===== src/rtl/present_key_sched_bidir.sv =====
// PRESENT round-key engine (80/128-bit keys): expands a key into ROUNDS+1 round keys,
// caches them, and streams them forward (encrypt) or reverse (decrypt) over valid/ready.
module present_key_sched_bidir #(
  parameter int KEY_W  = 128,
  parameter int ROUNDS = 31
) (
  input  logic             clk,
  input  logic             rst_n,
  input  logic [KEY_W-1:0] key,
  input  logic             start,
  input  logic             mode,
  input  logic             reuse,
  output logic [63:0]      rk,
  output logic [5:0]       rk_idx,
  output logic             rk_valid,
  input  logic             rk_ready,
  output logic             rk_last,
  output logic             busy,
  output logic             done,
  output logic             cache_ok
);

  if (!(KEY_W == 80 || KEY_W == 128) || ROUNDS < 1 || ROUNDS > 31) begin : g_param_check
    $error("present_key_sched_bidir: KEY_W must be 80 or 128 and ROUNDS 1..31");
  end

  typedef enum logic [1:0] {
    IDLE,
    ENC,
    EXPAND,
    STREAM
  } state_t;

  localparam logic [5:0] LP_LAST = 6'(ROUNDS + 1);

  function automatic logic [3:0] f_sbox(input logic [3:0] n);
    logic [3:0] s;
    case (n)
      4'h0: s = 4'hC;
      4'h1: s = 4'h5;
      4'h2: s = 4'h6;
      4'h3: s = 4'hB;
      4'h4: s = 4'h9;
      4'h5: s = 4'h0;
      4'h6: s = 4'hA;
      4'h7: s = 4'hD;
      4'h8: s = 4'h3;
      4'h9: s = 4'hE;
      4'hA: s = 4'hF;
      4'hB: s = 4'h8;
      4'hC: s = 4'h4;
      4'hD: s = 4'h7;
      4'hE: s = 4'h1;
      default: s = 4'h2;
    endcase
    return s;
  endfunction

  function automatic logic [KEY_W-1:0] f_update(input logic [KEY_W-1:0] k,
                                                input logic [4:0]       c);
    logic [KEY_W-1:0] r;
    r = {k[KEY_W-62:0], k[KEY_W-1:KEY_W-61]};
    r[KEY_W-1 -: 4] = f_sbox(r[KEY_W-1 -: 4]);
    if (KEY_W == 128) begin
      r[KEY_W-5 -: 4] = f_sbox(r[KEY_W-5 -: 4]);
      r[66:62]        = r[66:62] ^ c;
    end else begin
      r[19:15] = r[19:15] ^ c;
    end
    return r;
  endfunction

  state_t           r_state, w_state_nxt;
  logic [5:0]       r_ctr, w_ctr_nxt;
  logic [KEY_W-1:0] r_kreg, w_kreg_nxt;
  logic             r_cache_ok, w_cok_nxt;
  logic             r_mode, w_mode_nxt;
  logic             r_done, w_done_nxt;
  logic             w_we;
  logic             w_valid;
  logic             w_hs;
  logic             w_last;
  logic [4:0]       w_cidx;
  logic [63:0]      w_top;
  logic [63:0]      r_cache [0:31];

  // Round key i lives in slot i-1; index 32 wraps to slot 31 in five bits.
  assign w_cidx  = r_ctr[4:0] - 5'd1;
  assign w_top   = r_kreg[KEY_W-1 -: 64];
  assign w_valid = (r_state == ENC) || (r_state == STREAM);
  assign w_hs    = w_valid && rk_ready;
  assign w_last  = (r_state == STREAM && r_mode) ? (r_ctr == 6'd1) : (r_ctr == LP_LAST);

  always_comb begin
    w_state_nxt = r_state;
    w_ctr_nxt   = r_ctr;
    w_kreg_nxt  = r_kreg;
    w_cok_nxt   = r_cache_ok;
    w_mode_nxt  = r_mode;
    w_done_nxt  = 1'b0;
    w_we        = 1'b0;
    unique case (r_state)
      IDLE: begin
        if (start) begin
          w_mode_nxt = mode;
          if (reuse && r_cache_ok) begin
            w_state_nxt = STREAM;
            w_ctr_nxt   = mode ? LP_LAST : 6'd1;
          end else begin
            w_kreg_nxt  = key;
            w_ctr_nxt   = 6'd1;
            w_cok_nxt   = 1'b0;
            w_state_nxt = mode ? EXPAND : ENC;
          end
        end
      end
      ENC: begin
        if (w_hs) begin
          w_we       = 1'b1;
          w_kreg_nxt = f_update(r_kreg, r_ctr[4:0]);
          if (r_ctr == LP_LAST) begin
            w_cok_nxt   = 1'b1;
            w_done_nxt  = 1'b1;
            w_state_nxt = IDLE;
          end else begin
            w_ctr_nxt = r_ctr + 6'd1;
          end
        end
      end
      EXPAND: begin
        w_we = 1'b1;
        // Counter parks on the last index so STREAM starts there in reverse.
        if (r_ctr == LP_LAST) begin
          w_cok_nxt   = 1'b1;
          w_state_nxt = STREAM;
        end else begin
          w_kreg_nxt = f_update(r_kreg, r_ctr[4:0]);
          w_ctr_nxt  = r_ctr + 6'd1;
        end
      end
      STREAM: begin
        if (w_hs) begin
          if (w_last) begin
            w_done_nxt  = 1'b1;
            w_state_nxt = IDLE;
          end else begin
            w_ctr_nxt = r_mode ? (r_ctr - 6'd1) : (r_ctr + 6'd1);
          end
        end
      end
      default: w_state_nxt = IDLE;
    endcase
  end

  always_ff @(posedge clk) begin
    if (!rst_n) begin
      r_state    <= IDLE;
      r_ctr      <= '0;
      r_kreg     <= '0;
      r_cache_ok <= 1'b0;
      r_mode     <= 1'b0;
      r_done     <= 1'b0;
    end else begin
      r_state    <= w_state_nxt;
      r_ctr      <= w_ctr_nxt;
      r_kreg     <= w_kreg_nxt;
      r_cache_ok <= w_cok_nxt;
      r_mode     <= w_mode_nxt;
      r_done     <= w_done_nxt;
    end
  end

  always_ff @(posedge clk) begin
    if (rst_n && w_we) begin
      r_cache[w_cidx] <= w_top;
    end
  end

  always_comb begin
    rk = '0;
    if (r_state == ENC) begin
      rk = w_top;
    end else if (r_state == STREAM) begin
      rk = r_cache[w_cidx];
    end
  end

  assign rk_idx   = w_valid ? r_ctr : 6'd0;
  assign rk_valid = w_valid;
  assign rk_last  = w_valid && w_last;
  assign busy     = (r_state != IDLE);
  assign done     = r_done;
  assign cache_ok = r_cache_ok;

endmodule


===== config.mk =====
export PLATFORM = sky130hd
export DESIGN_NAME = present_key_sched_bidir
export DESIGN_NICKNAME = d
export VERILOG_FILES = /design/src/rtl/present_key_sched_bidir.sv
export SDC_FILE = /design/constraint.sdc
export NUM_CORES = 2
export LEC_CHECK = 0
export CORE_MARGIN = 1
export CORE_UTILIZATION = 60
export CTS_BUF_LIST = sky130_fd_sc_hd__clkbuf_2 sky130_fd_sc_hd__clkbuf_4 sky130_fd_sc_hd__clkbuf_8
export DETAILED_ROUTE_END_ITERATION = 8
export GPL_TIMING_DRIVEN = 0
export PLACE_DENSITY = 0.74
export SYNTH_ARGS = -nofsm -noshare
export SYNTH_HDL_FRONTEND = slang
export SYNTH_SLANG_ARGS = --single-unit

===== constraint.sdc =====
create_clock -name clk -period 6.9 [get_ports clk]
set_clock_uncertainty 0.1 [all_clocks]
set_input_delay 0.69 -clock clk [delete_from_list [all_inputs] [get_ports clk]]
set_output_delay 0.69 -clock clk [all_outputs]
set_load 0.02 [all_outputs]

### Word-level counts from Yosys, hierarchy flattened

Memory sizes are Yosys's and may differ from the RTL's. A register that Yosys moved wholly into a read port is not among the register bits.
Index checks and enable logic that the tools add are counted.

| word-level totals | value |
|---|---|
| register bits | 139 |
| RAM bits | 2,048 |
| bits in read-only memories | 256 |
| input bits | 134 |
| logic and storage cells | 92 |
| memories | 5 |

Memories:

| memory | depth | width | rd ports | clocked after Yosys merged registers in | wr ports | line | text |
|---|---|---|---|---|---|---|---|
| r_cache | 32 | 64 | 1 | 0 | 1 | 85 | `logic [63:0] r_cache [0:31];` |
| (name not given) | 16 | 4 | 1 | 1 | 0 | 38 | `case (n)` |
| (name not given) | 16 | 4 | 1 | 1 | 0 | 38 |  |
| (name not given) | 16 | 4 | 1 | 1 | 0 | 38 |  |
| (name not given) | 16 | 4 | 1 | 1 | 0 | 38 |  |

| operators by class | value |
|---|---|
| add/subtract/negate cells | 3 |
| equal/unequal tests | 14 |
| multiplexer cells | 49 |
| bitwise logic cells | 1 |
| reduce and logical (&&, ||, !) cells | 14 |

Operators with widths:

| kind | number |
|---|---|
| two-way mux 128 bit | 4 |
| case mux 128 bit (3 select lines) | 1 |
| two-way mux 64 bit | 2 |
| two-way mux 6 bit | 9 |
| two-way mux 4 bit | 8 |
| case mux 6 bit (4 select lines) | 1 |
| two-way mux 2 bit | 8 |
| != test 2 bit (second input constant) | 8 |
| two-way mux 1 bit | 12 |
| case mux 2 bit (4 select lines) | 1 |
| AND reduction 4 bit | 2 |
| adder 6 x 1 -> 6 bit (second input constant) | 1 |
| equality test 6 x 1 -> 1 bit (second input constant) | 1 |
| equality test 6 bit (second input constant) | 1 |
| AND reduction 6 bit | 1 |
| subtractor 6 x 1 -> 6 bit (second input constant) | 1 |
| logical AND 1 bit | 5 |
| AND reduction 5 bit | 1 |
| subtractor 5 x 1 -> 5 bit (second input constant) | 1 |
| bitwise XOR 5 bit | 1 |
| equality test 2 bit (second input constant) | 2 |
| case mux 1 bit (2 select lines) | 2 |
| case mux 1 bit (3 select lines) | 1 |
| nonzero test 3 bit | 1 |
| 6 further kinds | 6 |

### Logic depth before layout (Yosys ltp)

| depth | value |
|---|---|
| word-level depth | 8 |
| gate-level depth with buffers | 16 |
| gate-level depth less buffers | 11 |

### Least setup slack after synthesis

Ideal clock, no wire load.

| path | value |
|---|---|
| kind | register to register |
| start point | register r_ctr[0] |
| end point | memory r_cache[12][0], enable pin |
| setup time | 487 ps |
| arrival time | 5,215 ps |
| slack | 1,098 ps |
| cell stages (with the launch flop) | 14 |
| buffers on the path | 8 |
| cell sequence | dfxtp_1 > buf_4 > buf_6 > buf_6 > buf_6 > buf_4 > inv_1 > ha_1 > buf_2 > nor2b_1 > a32oi_2 > buf_2 > clkbuf_1 > nor2_1 |

| between the ends | value |
|---|---|
| cells in the longest elaborated chain, start to end | 1 |

RTL lines:

| item | line | text |
|---|---|---|
| from (decl) | 74 | `logic [5:0] r_ctr, w_ctr_nxt;` |
| from (signal assigned) | 165 | `r_ctr <= w_ctr_nxt;` |
| subtractor 5 x 1 -> 5 bit | 88 | `assign w_cidx = r_ctr[4:0] - 5'd1;` |
| to (decl) | 85 |  |

No other way between the ends.

### Final worst setup path

| path | value |
|---|---|
| start point | register r_ctr[0] |
| end point | output port rk[62] |

| between the ends | value |
|---|---|
| cells in the longest elaborated chain, start to end | 4 |

RTL lines:

| item | line | text |
|---|---|---|
| subtractor 5 x 1 -> 5 bit | 88 |  |
| memory read (32 x 64 bit) | - |  |
| two-way mux 64 bit | 183 | `end else if (r_state == STREAM) begin` |
| two-way mux 64 bit | 181 | `if (r_state == ENC) begin` |
| to (decl) | 13 | `output logic [63:0] rk,` |

No other way between the ends.

==> impl_summary.md <==
Yosys
Counting distinct cell types in the post-synthesis netlist gives between 60 and 70. Counting flops with a built-in enable in the synthesized netlist gives about 2,000. The cell count after synthesis is between 4,000 and 5,000. The most used flip-flop cell after synthesis is edfxtp_1.

Summed over its instances, the top area cell type makes up between 70% and 80% of the synthesized netlist area. In the synthesized netlist the async set-or-reset flop fraction comes to 0%. The synthesized netlist occupies a cell area of around 85,000 sq um. Synthesis inferred 2,195 register bits. The synthesized net count is roughly 4,300. The cell taking the most area after synthesis is edfxtp_1. The number of warning messages in the yosys log is 0. After synthesis, the cell types taking the most area are edfxtp_1 73%, mux4_2 14%, dfxtp_1 3.5%, mux2i_1 1.6%, o22ai_1 1.4%. Averaged over all synthesized cells, the footprint is ~20 sq um. Counting instances in the post-synthesis netlist gives the leading cell types as 2,048 x edfxtp_1, 514 x mux4_2, 233 x nor2_1. Of the synthesized area, sequential elements account for between 70% and 80%. In the post-synthesis netlist, the cell with the most instances is edfxtp_1.

STA
The count of final hold-check violations is 0. The final number of max-transition violations is 36. The remaining max-slew budget at the tightest pin is -1.27%.

The share of the cycle needed by the critical path after routing is 98.6%. The number of endpoints failing setup at the final stage is 0. The maximum clock rate is ~150 MHz. The post-route minimum period is between 6 and 7 ns.

For the pin with the worst max-slew slack, the measured transition is around 1.5 ns. The worst hold-check slack is ~0.16 ns.

Setup path
Of all nets on the critical path, the largest fanout is 10. The worst setup path is launched from a flip-flop. The sort of element at the end of the critical path is a primary output.

The number of cells on the worst reg-to-reg path is 14. The data required time at the worst endpoint is between 6 and 7 ns. STA puts the critical path data arrival time at between 6 and 7 ns.

The register-to-register setup slack is approximately 1.7 ns. The worst register-to-register path begins at r_ctr[0]. By startpoint and endpoint, the worst setup path is classified as reg2out. In this run the critical register-to-register path is captured at r_cache[23][23].

Power
In this run the static leakage power is between 30 and 40 nW. Dividing total power by cell area gives a power density of between 300 and 400 nW/um^2. The maximum vdd drop is approximately 230 uV.

Routing
The detail route stage leaves a number of antenna-violating nets equal to 0. The total wire length after detailed routing is 250,000 um. Using the TritonRoute via totals, the vias-per-cell ratio works out to roughly 7.0. The final route contains a little under 50,000 vias. The average wire length per cell after detail routing is 36.1 um. In this run, the number of DRC markers left after iteration 0 of detailed routing was between 8,000 and 9,000. After detailed routing, the number of remaining DRC violations is 0. The detailed-routing iteration count for the pre-antenna-repair pass is 8.

Placement
The routability congestion estimate from global placement is a little over 0.9. Input and output buffers added on the ports amount to 207. The area of placed instances is 91,600 sq um. Detailed placement finished with a half-perimeter wire length of 163,000 um.

Global route
For this run, global-route usage on met2 was measured as 51.1%. Summed over all layers, the global routing overflow is 0. The busiest metal layer after global routing is met2. The global-route total usage across every layer is between 30% and 40%. The maximum number of pins on one net before global-route repair is 36. The number of antenna violations at the first check in global routing is 8. The met3 global-route usage is between 10% and 20%. The via count of the first global-routing pass is around 47,000. The first global-routing pass estimated approximately 350,000 um of wire. For this run, global-route usage on met1 was measured as roughly half.

Clocking
The number of H-tree branching levels is 5. The source-to-sink clock delay at the later pin of the worst-skew pair is ~1.1 ns. The clock sink count is between 2,000 and 2,500.

The number of buffers inserted for hold repair after clock tree synthesis is 0. TritonCTS built the clock tree. The number of buffers inserted during clock tree synthesis is around 350. After clock tree synthesis, the clock-pin slew on the worst setup and hold paths is around 0.060 ns. The clock passes through at most 4 buffers. The clock root buffer master is clkbuf_8.

Worst hold path
The hold path startpoint is key[56]. The worst hold path terminates at r_kreg[56]. The worst hold path passes through 3 cells. The path category of the worst min-delay check is in2reg.

Finish
The post-layout net count is roughly 5,000. From synthesis to final layout, the design area changed by 16.6%. The post-route standard cell area excluding fillers is 98,700 sq um.

In the final layout, the share of cells above drive strength 1 is between 20% and 30%.

Floorplanning
The die covers around 140,000 sq um. The die is around 380 um tall. The floorplan row count is 137.

The top-level port count is roughly 210. The floorplan step set the die width to 378 um. The core region area is 140,000 sq um. The initial core utilization is about three fifths.

Flow run
The max capacitance violation total is 1.

Outcome
The flow ran to the end, but the final reports show violations. The final reports fail on capacitance limit, slew limit.
cells in the final DEF (no fill, tap or decap), drive strengths merged, types with 4 or more instances in the layout:
cell type      count
a211oi           123
a21oi             77
a22o              59
buf              251
bufinv             6
clkbuf           594
clkdlybuf4s50    207
clkinv           105
dfxtp            147
diode              5
edfxtp          2048
ha                21
inv               24
mux2              12
mux2i            135
mux4             514
nand2             61
nand3              8
nand4              4
nor2             235
nor2b             11
nor3              69
o211ai             6
o21ai             76
o22ai            185
or4                4
xnor2             12
critical path: stages, from the launching register on:
cell and delay (ns):
dfxtp_1 0.40, buf_4 0.27, buf_6 0.21, buf_6 0.21, buf_6 0.26, buf_6 0.22
inv_1 0.16, ha_1 0.23, buf_2 0.20, nor2b_1 0.27, a32oi_4 0.26, buf_6 0.24
clkbuf_4 0.30, clkbuf_8 0.27, o21ai_0 0.20, nor3_2 0.29, a22o_2 0.25, clkdlybuf4s50_1 0.62
how the worst max path moves through the flow:
stage / startpoint / end / slack, ns / depth (start not counted)
6_report: r_ctr[0] / rk[62] / 0.1 / 17
5_1_grt: r_ctr[0] / rk[62] / -0.02 / 17
3_5_place_dp: r_ctr[0] / rk[63] / -0.02 / 16
3_3_place_gp: r_ctr[0] / r_cache[22][34] / -4.50 / 12
4_1_cts: r_ctr[0] / rk[62] / 0.007 / 17
2_1_floorplan: r_ctr[0] / r_cache[12][0] / 1.10 / 13
cell families after synthesis:
group / synth area share [%]
AOI/OAI and AO/OA: 4.33
xor gates and xnor gates: 0.155
buffers and inverters: 1.50
adders and majority gates: 0.311
muxes: 15.4
and+or+nand+nor: 2.11
DFF: 76.2
repair_timing:
item | CTS | global route
pin swaps | 1 | 3
buffers inserted | 1 | 4
setup endpoints to repair | 64 | 62
resized for setup | 154 | 75
where the power goes:
| part | switching (W) | internal [W] |
|---|---|---|
| registers | 0.00162 | 0.0163 |
| clock network | 0.00496 | 0.00573 |
| logic | 0.00615 | 0.00420 |
| total | 0.0127 | 0.0262 |
metal layers:
metal | routed length [um] | vias to the layer above
met1 | 87000 | 24700
li1 | - | 18600
met2 | 111000 | 4226
met4 | 11900 | 8
met5 | 51 | -
met3 | 40400 | 705
final cells by class:
| class | instances | area, sq um |
|---|---|---|
| multi-input cells | 1659 | 19300 |
| diodes | 5 | 12.5 |
| fillers | 8193 | 41000 |
| well taps | 1876 | 2350 |
| inverters | 24 | 90.1 |
| clock buffers | 477 | 5910 |
| clock inverters | 114 | 642 |
| flip-flops and latches | 2195 | 64400 |
| plain buffers | 257 | 1470 |
| repair buffers | 318 | 4450 |
state kept, by name (all words and copies together), names as in the netlist, named ones only:
register,count
r_cache,2048
r_kreg,128
r_ctr,6
r_state,2
cache_ok,1
done,1
r_mode,1
metrics by stage:
stage	utilization [%]	TNS (ns)	setup slack (ns)	std cells	power, W
global placement	63.7	-7601.26	-4.50	6221	0.0276
global route	70.6	-0.0166	-0.0166	6921	0.0399
finish	70.6	0	0.0986	6925	0.0389
floorplan	-	0	1.10	4138	0.0236
detailed placement	65.5	-0.0183	-0.0183	6325	0.0279
CTS	70.4	0	0.00652	6915	0.0385
Note: power is estimated with default switching activity, not from simulation.
